--- config.mk ---
export PLATFORM = sky130hd
export DESIGN_NAME = id_queue_drain
export DESIGN_NICKNAME = d
export VERILOG_FILES = /design/src/rtl/id_queue_drain.sv
export SDC_FILE = /design/constraint.sdc
export NUM_CORES = 1
export LEC_CHECK = 0
export CAP_MARGIN = 20
export CORE_MARGIN = 2
export CORE_UTILIZATION = 35
export CTS_CLUSTER_DIAMETER = 30
export DETAILED_ROUTE_END_ITERATION = 6
export GPL_ROUTABILITY_DRIVEN = 0
export PLACE_DENSITY = 0.75
export SKIP_CTS_REPAIR_TIMING = 1
export SLEW_MARGIN = 20
export SYNTH_ARGS = -nofsm -noshare
export SYNTH_HDL_FRONTEND = slang
export SYNTH_SLANG_ARGS = --single-unit
--- constraint.sdc ---
create_clock -name clk_i -period 1.4 [get_ports clk_i]
set_input_delay 0.28 -clock clk_i [delete_from_list [all_inputs] [get_ports clk_i]]
set_output_delay 0.28 -clock clk_i [all_outputs]
set_load 0.005 [all_outputs]
--- src/rtl/id_queue_drain.sv ---
// rtl/id_queue_drain.sv - response-side reader for an id_queue output port
// Optional saturating orphan counter: ID_QUEUE_DRAIN_ERR_CNT_EN.
module id_queue_drain #(
    parameter int  ID_WIDTH      = 1,
    parameter type data_t        = logic,
    parameter int  ERR_CNT_WIDTH = 8
) (
    input  logic                     clk_i,
    input  logic                     rst_ni,
    input  logic [ID_WIDTH-1:0]      rsp_id_i,
    input  logic                     rsp_last_i,
    input  logic                     rsp_valid_i,
    output logic                     rsp_ready_o,
    output logic [ID_WIDTH-1:0]      q_id_o,
    output logic                     q_pop_o,
    output logic                     q_req_o,
    input  logic                     q_gnt_i,
    input  logic [$bits(data_t)-1:0] q_data_i,
    input  logic                     q_data_valid_i,
    output logic [$bits(data_t)-1:0] out_data_o,
    output logic [ID_WIDTH-1:0]      out_id_o,
    output logic                     out_last_o,
    output logic                     out_orphan_o,
    output logic                     out_valid_o,
    input  logic                     out_ready_i,
    output logic                     err_o,
    output logic [ERR_CNT_WIDTH-1:0] err_cnt_o
);

    typedef enum logic [1:0] {
        IDLE,
        LOOKUP,
        OUTPUT
    } state_t;

    state_t                     state_q;
    logic [ID_WIDTH-1:0]        hold_id_q;
    logic                       hold_last_q;
    logic [$bits(data_t)-1:0]   out_data_q;
    logic [ID_WIDTH-1:0]        out_id_q;
    logic                       out_last_q;
    logic                       out_orphan_q;
    logic                       err_q;
    logic                       grant_orphan;

    assign grant_orphan = (state_q == LOOKUP) && q_gnt_i && !q_data_valid_i;

    always_ff @(posedge clk_i or negedge rst_ni) begin
        if (!rst_ni) begin
            state_q      <= IDLE;
            hold_id_q    <= '0;
            hold_last_q  <= 1'b0;
            out_data_q   <= '0;
            out_id_q     <= '0;
            out_last_q   <= 1'b0;
            out_orphan_q <= 1'b0;
            err_q        <= 1'b0;
        end else begin
            case (state_q)
                IDLE: begin
                    if (rsp_valid_i) begin
                        hold_id_q   <= rsp_id_i;
                        hold_last_q <= rsp_last_i;
                        state_q     <= LOOKUP;
                    end
                end
                LOOKUP: begin
                    // Queue push port has priority; wait for the grant with the request held.
                    if (q_gnt_i) begin
                        out_data_q   <= q_data_valid_i ? q_data_i : '0;
                        out_id_q     <= hold_id_q;
                        out_last_q   <= hold_last_q;
                        out_orphan_q <= !q_data_valid_i;
                        if (!q_data_valid_i) begin
                            err_q <= 1'b1;
                        end
                        state_q <= OUTPUT;
                    end
                end
                OUTPUT: begin
                    if (out_ready_i) begin
                        if (rsp_valid_i) begin
                            hold_id_q   <= rsp_id_i;
                            hold_last_q <= rsp_last_i;
                            state_q     <= LOOKUP;
                        end else begin
                            state_q <= IDLE;
                        end
                    end
                end
                default: state_q <= IDLE;
            endcase
        end
    end

`ifdef ID_QUEUE_DRAIN_ERR_CNT_EN
    logic [ERR_CNT_WIDTH-1:0] err_cnt_q;

    always_ff @(posedge clk_i or negedge rst_ni) begin
        if (!rst_ni) begin
            err_cnt_q <= '0;
        end else if (grant_orphan && (err_cnt_q != '1)) begin
            err_cnt_q <= err_cnt_q + ERR_CNT_WIDTH'(1);
        end
    end

    assign err_cnt_o = err_cnt_q;
`else
    logic unused_orphan;
    assign unused_orphan = grant_orphan;
    assign err_cnt_o     = '0;
`endif

    // The next beat is taken in the same edge that the output beat leaves.
    assign rsp_ready_o  = (state_q == IDLE) || ((state_q == OUTPUT) && out_ready_i);
    assign q_req_o      = (state_q == LOOKUP);
    assign q_pop_o      = (state_q == LOOKUP) && hold_last_q;
    assign q_id_o       = hold_id_q;
    assign out_valid_o  = (state_q == OUTPUT);
    assign out_data_o   = out_data_q;
    assign out_id_o     = out_id_q;
    assign out_last_o   = out_last_q;
    assign out_orphan_o = out_orphan_q;
    assign err_o        = err_q;

endmodule
==> summary.txt <==
Worst R2R Setup Slack = -0.06 ns
Avg Cell Area, Syn = 12.1 um^2
Worst reg2reg path depth = 5
Die Width = 40.7 um
GRT overflow = 0
Post-synthesis sequential area ratio = 47.7%
Initial antenna violation count = 0
Port Buffer Count = 18
Power Total = 1.38 mW
DR vias/cell = 4.19
Crit path to = q_pop_o
Die Y = 40.7 um
Status = finished, violations left
Drt drc = 0
Cell area after layout = 779 um^2
Max-slew violations = 0
Drt wl/cell = 10.5 um
Hpwl dp = 662 um
Largest net degree at the start of global routing = 10
Placement Cell Area = 674 um^2
Xor-xnor portion of the synthesized cell area = 0%
Diode count = 0
Max Clock Freq = 659 MHz
Fin. Hold Viols = 0
ANT nets after route = 0
TritonCTS clock tree = built
Clk pin slew, worst setup/hold paths = 0.06 ns
Synth Register Bits = 9
RSZ-0062 raised after global routing = true
Max-cap viol count = 0
CTS HTree Levels = 1
Synth Area in Adders = 0%
Pleak = 0.461 nW
Starting Density = 36.7%
Drt initial violations = 0
Worst endpoint data arrival time = 1.24 ns
Number of buffers created by CTS = 3
Clk_skew = 0.00375 ns
Post-Syn Area = 472 um^2
Tmin final = 1.52 ns
Min-delay worst type = in -> async
Share of cells above drive strength 1 = 38.0%
CP required = 1.12 ns
R2R Path Start = state_q[1]
Row count = 13
Main combinational cell family by area after synthesis = simple AND/OR/NAND/NOR gates
Area Overhead vs Synth = 65.3%
Vias post-DR = 360
CTS Root Cell = clkbuf_4
Setup crit start kind = flop
Total GRT Usage = 12.7%
CTS max path bufs = 2
CP endpoint kind = primary output
Final WL = 902 um
I/O pin count = 27
CORE AREA = 1280 um^2
Post-Synthesis Cells = 39
Fin nets = 81
Power Density = 1770 nW/um^2
Crit path from = state_q[1]
Yosys warns = 0
CTS Sinks = 9
Hold_ws = 0.311 ns
Peak VDD IR = 0.807 mV
Setup ws final = -0.118 ns
Final Cycle Share = 108%
Critical path type = reg -> out
Die area = 1660 um^2
Synth cell types = 18
# setup viols final = 4
Worst skew pair latency = 0.26 ns
Multiplexer share of the synthesized area = 11.9%
Number of global-route vias before repair = 326
Compound-Gate Fraction of Synth Area = 6.37%
Number of iterations in the first detailed-routing pass = 1
Synth Area in Simple Gates = 18.8%
R2r endpoint = hold_last_q
Violated checks = setup timing
Worst-path fanout max = 3
First-pass GRT wire length = 1.30 mm
==> layer usage <==
metal | global-route usage, % | part of all wire [%] | vias to the layer above
met1 | 14.0 | 36 | 169
met2 | 20.6 | 54 | 16
met4 | 7.50 | 1.1 | 0
met5 | 0 | 0 | -
met3 | 4.89 | 8.2 | 2
li1 | - | - | 173
==> cell families (layout without fill, tap and decap cells) <==
group / Yosys count / after routing
AO/OA/AOI/OAI: 5 / 5
buffers and inverters: 10 / 35
flip-flops: 9 / 9
multiplexers: 4 / 4
other: 1 / 8
AND/OR/NAND/NOR: 10 / 10
==> metrics by stage <==
step / cells / utilization [%] / setup slack, ns / setup TNS (ns)
final: 86 / 60.7 / -0.118 / -0.251
after global routing: 86 / 60.7 / -0.164 / -0.485
after CTS: 80 / 54.5 / -0.384 / -1.43
after global placement: 76 / 52.5 / -0.303 / -1.03
after floorplan: 46 / - / 0.222 / 0
after detailed placement: 76 / 52.5 / -0.307 / -1.06
==> placed cells by master, fill, tap and decap left out <==
cell	instances
nor3b_4	1
o21ai_0	2
and2_4	1
nor2b_4	1
buf_4	8
clkbuf_2	1
clkdlybuf4s50_1	8
clkbuf_1	1
dfrtp_1	9
and2b_2	1
buf_6	4
mux2_4	4
clkbuf_4	3
o21bai_1	1
nand2b_4	1
nand3b_4	1
inv_1	2
dlymetal6s2s_1	7
a21o_1	1
conb_1	8
o21ai_1	1
nor2_1	1
buf_2	1
nand2_1	3
==> worst min-delay path by stage <==
stage,startpoint,endpoint,cells past startpoint
2_1_floorplan,rst_ni,err_o,0
3_3_place_gp,out_orphan_o,out_orphan_o,2
3_5_place_dp,err_o,err_o,1
4_1_cts,rst_ni,out_id_o,1
5_1_grt,rst_ni,out_id_o,1
6_report,rst_ni,state_q[0],1
==> state kept, by name, indices dropped and copies added, names as in the netlist <==
register,count
q_id_o,1
out_data_o,1
out_id_o,1
hold_last_q,1
out_orphan_o,1
out_last_o,1
err_o,1
state_q,2
==> synth_stat cells <==
cell type,count,share of area [%]
and2b_2,1,1.9
nand2b_1,1,1.3
inv_1,2,1.6
a21o_1,1,1.6
dfrtp_1,9,48
mux2_4,3,9.5
o21ai_1,1,1.1
and2_1,1,1.3
nor2b_4,1,2.9
o21ai_0,2,2.1
mux2_1,1,2.4
conb_1,1,0.79
o21bai_1,1,1.6
nor2_1,1,0.79
nand2_1,3,2.4
buf_4,8,13
nor3b_4,1,4.0
nand3b_4,1,4.2
==> layout make-up <==
class	instances	area, um^2
flip-flops and latches	9	225
clock buffers	4	26.3
inverters	2	7.51
multi-input cells	27	219
repair buffers	29	283
well taps	15	18.8
fillers	124	505
==> power breakdown <==
part / switching [mW] / total [mW] / leakage [nW] / internal, mW
Sequential: 0.0640 / 0.436 / 0.107 / 0.372
Combinational: 0.235 / 0.748 / 0.339 / 0.513
Clock: 0.0874 / 0.197 / 0.0150 / 0.110
Total: 0.386 / 1.38 / 0.461 / 0.994
==> worst max-delay path: stages (launching register included) <==
cell and delay [ns]:
dfrtp_1 0.38, and2b_2 0.25, buf_6 0.12, and2_4 0.14, clkbuf_2 0.10
No activity file was read; power rests on OpenSTA's default activity.
